===== src/rtl/shift_pkg.sv =====
// Shared types for the multi-cycle shifter: operation codes and FSM states.
// The optional carry path is selected by the SHIFT_CARRY_EN macro in the consuming files.
package shift_pkg;
  localparam int OP_W = 3;

  typedef enum logic [OP_W-1:0] {
    LSL = 3'd0,
    LSR = 3'd1,
    ASR = 3'd2,
    ROR = 3'd3,
    RRX = 3'd4
  } shift_op_t;

  typedef enum logic [1:0] {
    IDLE  = 2'd0,
    SHIFT = 2'd1,
    DONE  = 2'd2
  } shift_state_t;
endpackage


===== src/rtl/shift_step.sv =====
// Combinational one-bit shift step; cout is the bit that leaves the word.
// Unknown op codes pass data and carry through untouched.
module shift_step
  import shift_pkg::*;
#(
  parameter int WIDTH = 16
) (
  input  shift_op_t        op,
  input  logic [WIDTH-1:0] data,
  input  logic             cin,
  output logic [WIDTH-1:0] data_next,
  output logic             cout
);

  always_comb begin
    data_next = data;
    cout      = cin;
    case (op)
      LSL: begin
        data_next = {data[WIDTH-2:0], 1'b0};
        cout      = data[WIDTH-1];
      end
      LSR: begin
        data_next = {1'b0, data[WIDTH-1:1]};
        cout      = data[0];
      end
      ASR: begin
        data_next = {data[WIDTH-1], data[WIDTH-1:1]};
        cout      = data[0];
      end
      ROR: begin
        data_next = {data[0], data[WIDTH-1:1]};
        cout      = data[0];
      end
      RRX: begin
        data_next = {cin, data[WIDTH-1:1]};
        cout      = data[0];
      end
      default: ;
    endcase
  end

endmodule


===== src/rtl/shift_unit.sv =====
// Multi-cycle LSL/LSR/ASR/ROR/RRX shifter, one bit per clock, valid/ready on both sides.
// Define SHIFT_CARRY_EN to add carry_in/carry_out and enable RRX; otherwise op 4 is pass-through.
module shift_unit
  import shift_pkg::*;
#(
  parameter int WIDTH = 16,
  parameter int AMT_W = 5
) (
  input  logic             clock,
  input  logic             reset_n,
  input  logic             in_valid,
  output logic             in_ready,
  input  logic [WIDTH-1:0] in_data,
  input  logic [AMT_W-1:0] in_amt,
  input  logic [OP_W-1:0]  in_op,
  output logic             out_valid,
  input  logic             out_ready,
  output logic [WIDTH-1:0] out_data
`ifdef SHIFT_CARRY_EN
  ,
  input  logic             carry_in,
  output logic             carry_out
`endif
);

  localparam int CNT_W = $clog2(WIDTH + 1);
  localparam int EXT_W = (AMT_W > CNT_W) ? AMT_W : CNT_W;

  shift_state_t     state_reg, state_next;
  logic [WIDTH-1:0] data_reg;
  logic [CNT_W-1:0] count_reg;
  shift_op_t        op_reg;
  logic             zc_reg;
  logic             carry_reg;

  logic [EXT_W-1:0] amt_ext;
  logic [CNT_W-1:0] amt_sat, amt_rot, count_init;
  logic             zero_carry, ror_wrap;
  logic [WIDTH-1:0] step_data;
  logic             step_cin, step_cout;

  assign amt_ext = EXT_W'(in_amt);
  assign amt_sat = (amt_ext > EXT_W'(WIDTH)) ? CNT_W'(WIDTH) : CNT_W'(amt_ext);
  assign amt_rot = CNT_W'(amt_ext & EXT_W'(WIDTH - 1));

  // Request decode: the iteration count plus the two carry special cases
  // that plain bit-stepping cannot produce (over-range LSL/LSR, ROR by k*WIDTH).
  always_comb begin
    count_init = '0;
    zero_carry = 1'b0;
    ror_wrap   = 1'b0;
    case (in_op)
      LSL, LSR: begin
        count_init = amt_sat;
        zero_carry = amt_ext > EXT_W'(WIDTH);
      end
      ASR: count_init = amt_sat;
      ROR: begin
        count_init = amt_rot;
        ror_wrap   = (amt_ext != '0) && (amt_rot == '0);
      end
`ifdef SHIFT_CARRY_EN
      RRX: count_init = CNT_W'(1);
`endif
      default: ;
    endcase
  end

`ifdef SHIFT_CARRY_EN
  assign step_cin  = carry_reg;
  assign carry_out = carry_reg;
`else
  assign step_cin  = 1'b0;
  logic unused_carry;
  assign unused_carry = ^{zc_reg, ror_wrap, step_cout, carry_reg};
`endif

  shift_step #(.WIDTH(WIDTH)) u_step (
    .op       (op_reg),
    .data     (data_reg),
    .cin      (step_cin),
    .data_next(step_data),
    .cout     (step_cout)
  );

  always_ff @(posedge clock or negedge reset_n) begin
    if (!reset_n) begin
      state_reg <= IDLE;
    end else begin
      state_reg <= state_next;
    end
  end

  always_comb begin
    state_next = state_reg;
    in_ready   = 1'b0;
    out_valid  = 1'b0;
    case (state_reg)
      IDLE: begin
        in_ready = 1'b1;
        if (in_valid) state_next = (count_init != '0) ? SHIFT : DONE;
      end
      SHIFT: if (count_reg == CNT_W'(1)) state_next = DONE;
      DONE: begin
        out_valid = 1'b1;
        if (out_ready) state_next = IDLE;
      end
      default: state_next = IDLE;
    endcase
  end

  always_ff @(posedge clock or negedge reset_n) begin
    if (!reset_n) begin
      data_reg  <= '0;
      count_reg <= '0;
      op_reg    <= LSL;
      zc_reg    <= 1'b0;
      carry_reg <= 1'b0;
    end else begin
      case (state_reg)
        IDLE: if (in_valid) begin
          data_reg  <= in_data;
          op_reg    <= shift_op_t'(in_op);
          count_reg <= count_init;
          zc_reg    <= zero_carry;
`ifdef SHIFT_CARRY_EN
          carry_reg <= ror_wrap ? in_data[WIDTH-1] : carry_in;
`else
          carry_reg <= 1'b0;
`endif
        end
        SHIFT: begin
          data_reg  <= step_data;
          count_reg <= count_reg - CNT_W'(1);
          // Shifting further than the word leaves nothing behind, carry included.
          carry_reg <= (zc_reg && count_reg == CNT_W'(1)) ? 1'b0 : step_cout;
        end
        default: ;
      endcase
    end
  end

  assign out_data = data_reg;

endmodule


===== config.mk =====
export PLATFORM = sky130hd
export DESIGN_NAME = shift_unit
export DESIGN_NICKNAME = d
export VERILOG_FILES = /design/src/rtl/shift_pkg.sv /design/src/rtl/shift_step.sv /design/src/rtl/shift_unit.sv
export SDC_FILE = /design/constraint.sdc
export NUM_CORES = 1
export LEC_CHECK = 0
export ABC_AREA = 1
export BUFFER_PORTS_ARGS = -buffer_cell sky130_fd_sc_hd__buf_2
export CAP_MARGIN = 15
export CORE_ASPECT_RATIO = 0.6
export CORE_UTILIZATION = 40
export DETAILED_ROUTE_END_ITERATION = 8
export PLACE_DENSITY = 0.69
export SYNTH_ARGS = -nofsm -noshare
export SYNTH_HDL_FRONTEND = slang
export SYNTH_SLANG_ARGS = --single-unit

===== constraint.sdc =====
create_clock -name clock -period 1.7 [get_ports clock]
set_input_delay 0.17 -clock clock [delete_from_list [all_inputs] [get_ports clock]]
set_output_delay 0.17 -clock clock [all_outputs]
set_load 0.01 [all_outputs]

==> qor.yml, run 1 <==
synth_cell_type_count: 25
wl_per_cell_um: 11.8
drc_errors: 0
cts.sinks: 26
n_antenna_cell: 0
worst_slew_pin_slew_ns: 0.590
synth.most_common_cell: "nor2_1"
hold_violations: 0
routed_wl_um: 4330
grt_usage: 0.206
cts_max_level: 1
gp_routability_congestion: 0.911
synth_warnings: 0
syn_inst: 264
crit_required_ns: 1.90
cp-start-kind: "register"
maxCapViolations: 0
cts_buffers: 3
maxSlewViolCount: 0
cts_root_buf: "clkbuf_8"
layout-drive-gt1-share: 0.202
p_per_area_nw_per_um2: 2020
hp-class: "input port to register"
multi_input_area_um2: 873
grt_use_met3: 0.0452
dieArea_um2: 4630
avgSynthCellArea_um2: 6.59
met1_usage: 0.317
ios: 46
fin_crit_ns: 1.46
end_kind: "register"
nets: 338
synth_ff_type: "dfrtp_1"
grt_pass1_wl_um: 7120
dr_total_vias: 1762
postSynth.asyncResetShare: 1.00
clk_path_buf_depth: 2
synthDominantCellAreaShare: 0.374
final-seq-area_um2: 651
synth_area_leaders: "dfrtp_1, nand3_1, nor2_1, inv_1, nand2_1"
cellLeakagePower_nw: 1.14
peakVddDrop_v: 0.000625
hold_slack_ns: 0.106
clock_skew_ns: 0.00644
ff2ff_setup_slack_ns: 0.24
max_freq_ghz: 0.685
fin_util: 0.503
busiest_layer: "met1"
synth_common_cells: "nor2_1, nand3_1, inv_1"
grt_pass1_vias: 1445
netlist.top_cell.by_area: "dfrtp_1"
cts_hold_buf: 1
netlist_area_um2: 1740
rows: 18
rsz0062_at_grt: "no"
start_util: 0.420
antenna_found_initial: 0
ys_ff_latch: 26
max_slew_margin: 0.607
synth.net_count: 294
arrival_ns: 1.66
core_area_um2: 4140
portBuffers: 45
cts_tree: "done"
grt_max_degree: 27
worst_skew_pair.late_latency_ns: 0.28
setup_viol: 0
critPathKind: "register to register"
die_h_um: 53.1
largest_reg_flops: 16
grtUsageMet2: 0.293
ctsResizeCount: 0
syn_to_final_growth_pct: 19.8
antenna_left: 0
ys_seq_area_frac: 0.374
fp.dieW_um: 87.2
cts.reportedPaths.clkPinSlew_ns: 0.10
setup_tns_ns: 0
firstDrtPassIters: 4
synth_edf_count: 0
grt-ovfl-total: 0
fillers: 436
drt_iter0_drc: 110
cts_setup_buffers: 0
dp_hpwl_um: 3140
finalCritPeriodShare: 0.859
status: "completed"
viasPerCell: 4.80
path_max_fanout: 16
-- report_power, final --
group          switching (mW)  total, mW  internal, mW
logic                    1.60       2.47         0.871
clock network           0.207      0.522         0.316
registers               0.278       1.21         0.936
-- cell usage in the layout (no fill, tap or decap), drive strengths merged --
master / instances
a21oi: 15
a22oi: 1
a31oi: 1
buf: 47
bufinv: 1
clkbuf: 3
dfrtp: 26
dlygate4sd3: 1
ha: 2
inv: 43
nand2: 42
nand3: 52
nand3b: 2
nand4: 2
nor2: 56
o21ai: 11
o21bai: 1
or2: 1
-- through the flow --
step | setup WS (ns) | cell area, um2 | total power, mW | cells
floorplan | 0.356 | 1740 | 3.03 | 264
global placement | 0.315 | 2000 | 3.63 | 362
detailed placement | 0.227 | 2000 | 3.67 | 362
CTS | 0.220 | 2080 | 4.21 | 367
global route | 0.0575 | 2080 | 4.62 | 367
finish | 0.240 | 2080 | 4.20 | 367
-- metal layers --
| layer | share of wire | wire length [um] |
|---|---|---|
| met5 | 0 | 0 |
| met2 | 0.39 | 1700 |
| met4 | 0.0037 | 16 |
| met3 | 0.071 | 308 |
| met1 | 0.53 | 2300 |
-- final timing paths --
| kind | from | to | cells after the start |
|---|---|---|---|
| max in group asynchronous | reset_n | count_reg[4]$_DFFE_PN0P_ | 2 |
| worst max-delay path | state_reg[1]$_DFFE_PN0P_ | out_data[7]$_DFFE_PN0P_ | 7 |
| worst min register to register | count_reg[3]$_DFFE_PN0P_ | count_reg[3]$_DFFE_PN0P_ | 2 |
| worst min-delay path | in_op[1] | op_reg[1]$_DFFE_PN0P_ | 3 |
| worst max register to register | state_reg[1]$_DFFE_PN0P_ | out_data[7]$_DFFE_PN0P_ | 7 |
| min in group asynchronous | reset_n | op_reg[0]$_DFFE_PN0P_ | 2 |
-- critical path, stage by stage (launching register included) --
cell and delay, ns:
dfrtp_1 0.44, nor2_2 0.15, nand2_2 0.13, nand2_4 0.12
nand2_4 0.15, inv_4 0.19, nor2_1 0.06, a21oi_1 0.13
-- layout make-up --
class | count | share of cell area
clock buffers | 3 | 0.0198
multi-input cells | 186 | 0.419
repair buffers | 48 | 0.120
flip-flops and latches | 26 | 0.312
well taps | 60 | 0.0360
clock inverters | 1 | 0.0144
inverters | 43 | 0.0786
-- logic make-up (layout without fill, tap and decap cells) --
kind of cell               count (synthesis)  after routing  synth area share
DFF                                       26             26             0.374
adders and majority gates                  2              2            0.0144
buffers and inverters                     52             95             0.124
AOI/OAI and AO/OA                         29             29            0.0870
and+or+nand+nor                          155            155             0.400
No activity file was read; power rests on OpenSTA's default activity.
==> run 2: changes to the inputs <==
--- a/config.mk
+++ b/config.mk
@@ -11,7 +11,7 @@
 export CORE_ASPECT_RATIO = 0.6
 export CORE_UTILIZATION = 40
 export DETAILED_ROUTE_END_ITERATION = 8
-export PLACE_DENSITY = 0.69
+export PLACE_DENSITY = 0.72
 export SYNTH_ARGS = -nofsm -noshare
 export SYNTH_HDL_FRONTEND = slang
 export SYNTH_SLANG_ARGS = --single-unit
==> constraint.sdc (replaced) <==
create_clock -name clock -period 1.3 [get_ports clock]
set_input_delay 0.13 -clock clock [delete_from_list [all_inputs] [get_ports clock]]
set_output_delay 0.13 -clock clock [all_outputs]
set_load 0.01 [all_outputs]
==> run 2 against run 1 <==
Compared with the run above:
- the run now ends with negative setup slack left
- clock-buffer cell count unchanged
- first-iteration DRC count shrank 25%
- combinational power rose by 66%
- final cell count increased by 4.1%
- clock power fell by 14%
- largest cell class unchanged
==> qor.yml, run 2 (synthesis results as in run 1) <==
syn_to_final_growth_pct: 32.6
violations: "negative setup slack"
grt_usage: 0.212  # +0.00604
dr_total_vias: 1857  # +5.4%
reg2reg_depth: 7  # unchanged
final_cell_mix: "nand3_1, nor2_1, buf_2"
worst_skew_pair.late_latency_ns: 0.27  # about the same
cp-start-kind: "register"
setup_ws_ns: -0.0260  # -0.266 ns
top_layer: "met4"
whs_endpoint: "op_reg[1]$_DFFE_PN0P_"
cts.sinks: 26  # unchanged
p_per_area_nw_per_um2: 2670  # +33%
drc_errors: 0  # unchanged
grt_max_degree: 27  # unchanged
max_slew_margin: 0.601  # -0.00620
dieArea_um2: 4630  # unchanged
reg2reg_from: "state_reg[0]$_DFFE_PN0P_"
finalCritPeriodShare: 1.02  # +0.161
wl_met1_um: 2280  # -0.70%
ff2ff_setup_slack_ns: -0.03  # -0.27 ns
gp_routability_congestion: 0.894  # -1.8%
start_util: 0.420  # unchanged
maxSlewViolCount: 0  # unchanged
grt_pass1_wl_um: 7610  # +6.9%
arrival_ns: 1.52  # -0.14 ns
cts_root_buf: "clkbuf_8"
layout-drive-gt1-share: 0.292  # +0.0900
grt-ovfl-total: 0  # unchanged
end_kind: "register"
crit_family: "simple AND/OR/NAND/NOR gates"
min-delay-start: "in_op[1]"
nets: 354  # +4.7%
largest_reg_flops: 16  # unchanged
cts_max_level: 1  # unchanged
peakVddDrop_v: 0.000961  # +54%
slowest_stage: "dfrtp_2"
hold_slack_ns: 0.0828  # -0.0227 ns
fp.dieW_um: 87.2  # unchanged
p_total_mw: 6.17  # +47%
worst_slew_pin_slew_ns: 0.599  # +0.00930 ns
status: "finished with violations"
die_h_um: 53.1  # unchanged
maxCapViolations: 0  # unchanged
portBuffers: 45  # unchanged
drt_iter0_drc: 82  # -25%
crit_chain: "inv_2 > nor2_4 > nand3_4 > nand2_8 > buf_12 > nor2_2 > a21oi_1"
hold_violations: 0  # unchanged
rows: 18  # unchanged
cts_tree: "done"
crit_required_ns: 1.49  # -0.41 ns
hp-class: "input port to register"
clk_path_buf_depth: 2  # unchanged
path_max_fanout: 7  # -9
max_freq_ghz: 0.754  # +10%
antenna_left: 0  # unchanged
viasPerCell: 4.86  # +1.3%
grt_pass1_vias: 1651  # +14%
firstDrtPassIters: 4  # unchanged
clock_skew_ns: 0.00362  # -0.00282 ns
cellLeakagePower_nw: 1.24  # +8.1%
dr_wl_met2_um: 1940  # +14%
wl_per_cell_um: 11.7  # -0.77%
rsz0062_at_grt: "yes"
cts_buffers: 3  # unchanged
stdcell_area_um2: 2310  # +11%
placedInstanceArea_um2: 2120  # +6.0%
fin_util: 0.557  # +0.0540
wl_met3_um: 232  # -25%
n_antenna_cell: 0  # unchanged
critPathBufInv: 2  # +1
layout_commonest_cell: "nand3_1"
holdPathStages: 3  # unchanged
routed_wl_um: 4470  # +3.3%
antenna_found_initial: 0  # unchanged
cts.reportedPaths.clkPinSlew_ns: 0.09  # about the same
dp_hpwl_um: 3350  # +6.8%
critical-path-max-stage-delay_ns: 0.43  # about the same
core_area_um2: 4140  # unchanged
critPathKind: "register to register"
fin_crit_ns: 1.33  # -0.134 ns
ios: 46  # unchanged
setup_viol: 9  # +9
r2r-end: "out_data[12]$_DFFE_PN0P_"
[run 2: layout make-up]
type / count / area, um2
clock buffer: 3 / 41.3
multi-input combinational: 186 / 941
tap: 60 / 75.1
timing repair buffer: 64 / 432
inverter: 43 / 166
sequential: 26 / 653
fill: 434 / 1840
[run 2: routing by layer]
| metal | global-route usage | vias to the layer above |
|---|---|---|
| met4 | 0.0109 | 0 |
| met1 | 0.307 | 854 |
| li1 | - | 955 |
| met5 | 0 | - |
| met2 | 0.341 | 46 |
| met3 | 0.0437 | 2 |
[run 2: timing repair]
action | CTS | global route
endpoints found under the hold margin | 26 | 0
endpoints found under the setup margin | 18 | 22
pin swaps | 1 | 9
hold buffers | 1 | 0
buffers inserted | 2 | 2
gates resized for setup | 3 | 23
gates cloned | 0 | 0
[run 2: metrics by stage]
step / std cells / setup TNS (ns) / setup slack, ns
2_1_floorplan: 264 / 0 / 0.00729
3_3_place_gp: 374 / 0 / 0.0355
3_5_place_dp: 374 / -0.234 / -0.0344
4_1_cts: 380 / 0 / 0.0116
5_1_grt: 382 / -1.20 / -0.0972
6_report: 382 / -0.0956 / -0.0260
[run 2: tightest hold or removal path, delay by kind of cell]
family	cells	cell delay (ns)
and+or+nand+nor	1	0.04
buffers and inverters	1	0.08
AOI/OAI and AO/OA	1	0.06
[run 2: worst max path at each step]
stage,depth (start not counted),start,slack (ns),endpoint
2_1_floorplan,7,state_reg[0]$_DFFE_PN0P_,0.007,out_data[10]$_DFFE_PN0P_
3_3_place_gp,7,state_reg[0]$_DFFE_PN0P_,0.04,out_data[13]$_DFFE_PN0P_
3_5_place_dp,8,state_reg[0]$_DFFE_PN0P_,-0.03,out_data[15]$_DFFE_PN0P_
4_1_cts,6,state_reg[1]$_DFFE_PN0P_,0.01,out_data[7]$_DFFE_PN0P_
5_1_grt,7,state_reg[0]$_DFFE_PN0P_,-0.1,out_data[11]$_DFFE_PN0P_
6_report,7,state_reg[0]$_DFFE_PN0P_,-0.03,out_data[12]$_DFFE_PN0P_
[run 2: power breakdown]
group,switching [mW],internal (mW),leakage [nW]
clock network,0.244,0.207,0.0216
registers,0.385,1.23,0.303
logic,2.34,1.77,0.912
total,2.97,3.20,1.24
==> run 3: changes to the inputs <==
--- a/config.mk
+++ b/config.mk
@@ -8,10 +8,9 @@
 export ABC_AREA = 1
 export BUFFER_PORTS_ARGS = -buffer_cell sky130_fd_sc_hd__buf_2
 export CAP_MARGIN = 15
-export CORE_ASPECT_RATIO = 0.6
-export CORE_UTILIZATION = 40
+export CORE_UTILIZATION = 47
 export DETAILED_ROUTE_END_ITERATION = 8
-export PLACE_DENSITY = 0.72
+export PLACE_DENSITY = 0.81
 export SYNTH_ARGS = -nofsm -noshare
 export SYNTH_HDL_FRONTEND = slang
 export SYNTH_SLANG_ARGS = --single-unit
==> run 3 against run 2 <==
Compared with the run above:
- the run now ends clean
- maximum frequency increased by 2.7%
- first-iteration DRC count increased by 110%
- combinational power decreased by 4%
- final cell count decreased by 2.9%
- via count decreased by 0.27%
- flip-flop and latch count unchanged
- cell area decreased by 1.8%
- register-to-register slack improved by 0.03 ns
- clock-buffer cell count increased by 1
==> qor.yml, run 3 (synthesis results as in run 1) <==
status: "completed"
critPathKind: "register to register"
max_freq_ghz: 0.774  # +2.7%
fin_crit_ns: 1.29  # -0.0344 ns
cts_root_buf: "clkbuf_8"
viasPerCell: 4.99  # +2.7%
routed_wl_um: 4170  # -6.6%
grt-ovfl-total: 0  # unchanged
largest_reg_flops: 16  # unchanged
die_h_um: 62.9  # +18%
antenna_left: 0  # unchanged
start_util: 0.506  # +0.0856
clock_skew_ns: 0.00631  # +0.00269 ns
end_kind: "register"
switching_share: 0.469  # -0.0118
firstDrtPassIters: 4  # unchanged
worst_slew_pin_slew_ns: 0.589  # -0.0106 ns
dp_hpwl_um: 3020  # -10%
intPower_mw: 3.22  # +0.60%
portBuffers: 45  # unchanged
path_max_fanout: 15  # +8
p_total_mw: 6.07  # -1.6%
hp-class: "input port to register"
cts.reportedPaths.clkPinSlew_ns: 0.09  # about the same
arrival_ns: 1.46  # -0.06 ns
cts_max_level: 1  # unchanged
dr_total_vias: 1852  # -0.27%
ios: 46  # unchanged
n_antenna_cell: 0  # unchanged
fp.dieW_um: 62.9  # -28%
nets: 356  # +0.56%
final_cell_mix: "nor2_1, nand3_1, buf_2"
cts_buffers: 3  # unchanged
grt_max_degree: 27  # unchanged
clock_power_share: 0.088  # +0.015
rows: 21  # +3
grt_pass1_wl_um: 7450  # -2.2%
layout-drive-gt1-share: 0.280  # -0.0119
dieArea_um2: 3950  # -15%
cellLeakagePower_nw: 1.24  # +0.19%
crit_chain: "nor2_4 > nand3_2 > nand2_4 > inv_4 > nor2_1 > a21oi_1"
cts_tree: "done"
p_sw_mw: 2.85  # -4.1%
maxCapViolations: 0  # unchanged
layout_commonest_cell: "nor2_1"
syn_to_final_growth_pct: 30.3
slowest_stage: "dfrtp_2"
finalCritPeriodShare: 0.993  # -0.0265
cp-start-kind: "register"
cts.sinks: 26  # unchanged
peakVddDrop_v: 0.00127  # +32%
grt_usage: 0.229  # +0.0175
final_cells: 371  # -2.9%
dp.cells: 361  # -3.5%
drt_iter0_drc: 170  # +110%
grt_pass1_vias: 1759  # +6.5%
crit_required_ns: 1.46  # -0.03 ns
comb_power_share: 0.649  # -0.016
rsz0062_at_grt: "yes"
hold_violations: 0  # unchanged
maxSlewViolCount: 0  # unchanged
max_slew_margin: 0.608  # +0.00704
core_area_um2: 3440  # -17%
p_per_area_nw_per_um2: 2680  # +0.15%
hold_slack_ns: 0.0710  # -0.0118 ns
critical-path-max-stage-delay_ns: 0.46  # +0.03 ns
wl_per_cell_um: 11.2  # -3.9%
antenna_found_initial: 0  # unchanged
setup_viol: 0  # -9
pwr-share-seq: 0.263  # about the same
drc_errors: 0  # unchanged
clk_path_buf_depth: 2  # unchanged
worst_skew_pair.late_latency_ns: 0.27  # about the same
gp_routability_congestion: 0.905  # +1.2%
==> run 3: power by group through the flow <==
stage | combinational (mW) | clock, mW | sequential [mW]
final | 3.94 | 0.533 | 1.60
after global routing | 4.43 | 0.571 | 1.65
after CTS | 3.70 | 0.537 | 1.57
after floorplan | 2.33 | 0 | 1.66
after detailed placement | 3.59 | 0 | 1.58
after global placement | 3.51 | 0 | 1.57
==> run 3: final cells by class <==
class	instances	area [um2]
clock buffer	4	55.1
fill	327	1170
inverter	43	164
multi-input combinational	186	898
sequential	26	653
tap	46	57.6
timing repair buffer	66	439
==> run 3: worst paths after layout <==
path | to | slack [ns] | startpoint | cells past startpoint
worst max-delay path | out_data[11]$_DFFE_PN0P_ | 0.008 | state_reg[1]$_DFFE_PN0P_ | 6
worst min-delay path | op_reg[1]$_DFFE_PN0P_ | 0.07 | in_op[1] | 3
worst max register to register | out_data[11]$_DFFE_PN0P_ | 0.008 | state_reg[1]$_DFFE_PN0P_ | 6
worst min register to register | count_reg[3]$_DFFE_PN0P_ | 0.52 | count_reg[3]$_DFFE_PN0P_ | 2
max in group asynchronous | state_reg[1]$_DFFE_PN0P_ | 0.49 | reset_n | 2
min in group asynchronous | count_reg[2]$_DFFE_PN0P_ | 0.39 | reset_n | 2
==> run 3: through the flow <==
| step | instance area [um2] | TNS, ns | utilization | worst slack, ns |
|---|---|---|---|---|
| after floorplan | 1750 | 0 | - | 0.00729 |
| after global placement | 2110 | 0 | 0.614 | 0.0318 |
| after detailed placement | 2110 | -0.210 | 0.614 | -0.0410 |
| after CTS | 2200 | -0.0175 | 0.639 | -0.00618 |
| after global routing | 2270 | -0.740 | 0.659 | -0.0708 |
| final | 2270 | 0 | 0.659 | 0.00847 |
==> run 3: repair_timing <==
action,in CTS,in global routing
pin swaps,11,4
hold buffers,1,0
resized for setup,1,14
hold endpoints to repair,26,0
setup endpoints to repair,16,23
setup buffers,1,4
==> run 3: metal layers <==
layer  part of all wire  track usage
met1               0.45        0.302
met2               0.50        0.399
met3              0.050       0.0347
met4             0.0043       0.0407
met5                  0            0
==> run 3: critical path: cells and delay by family, from the launching register on <==
family | cells | cell delay (ns)
DFF | 1 | 0.46
and+or+nand+nor | 4 | 0.57
buffers and inverters | 1 | 0.10
AOI/OAI and AO/OA | 1 | 0.05
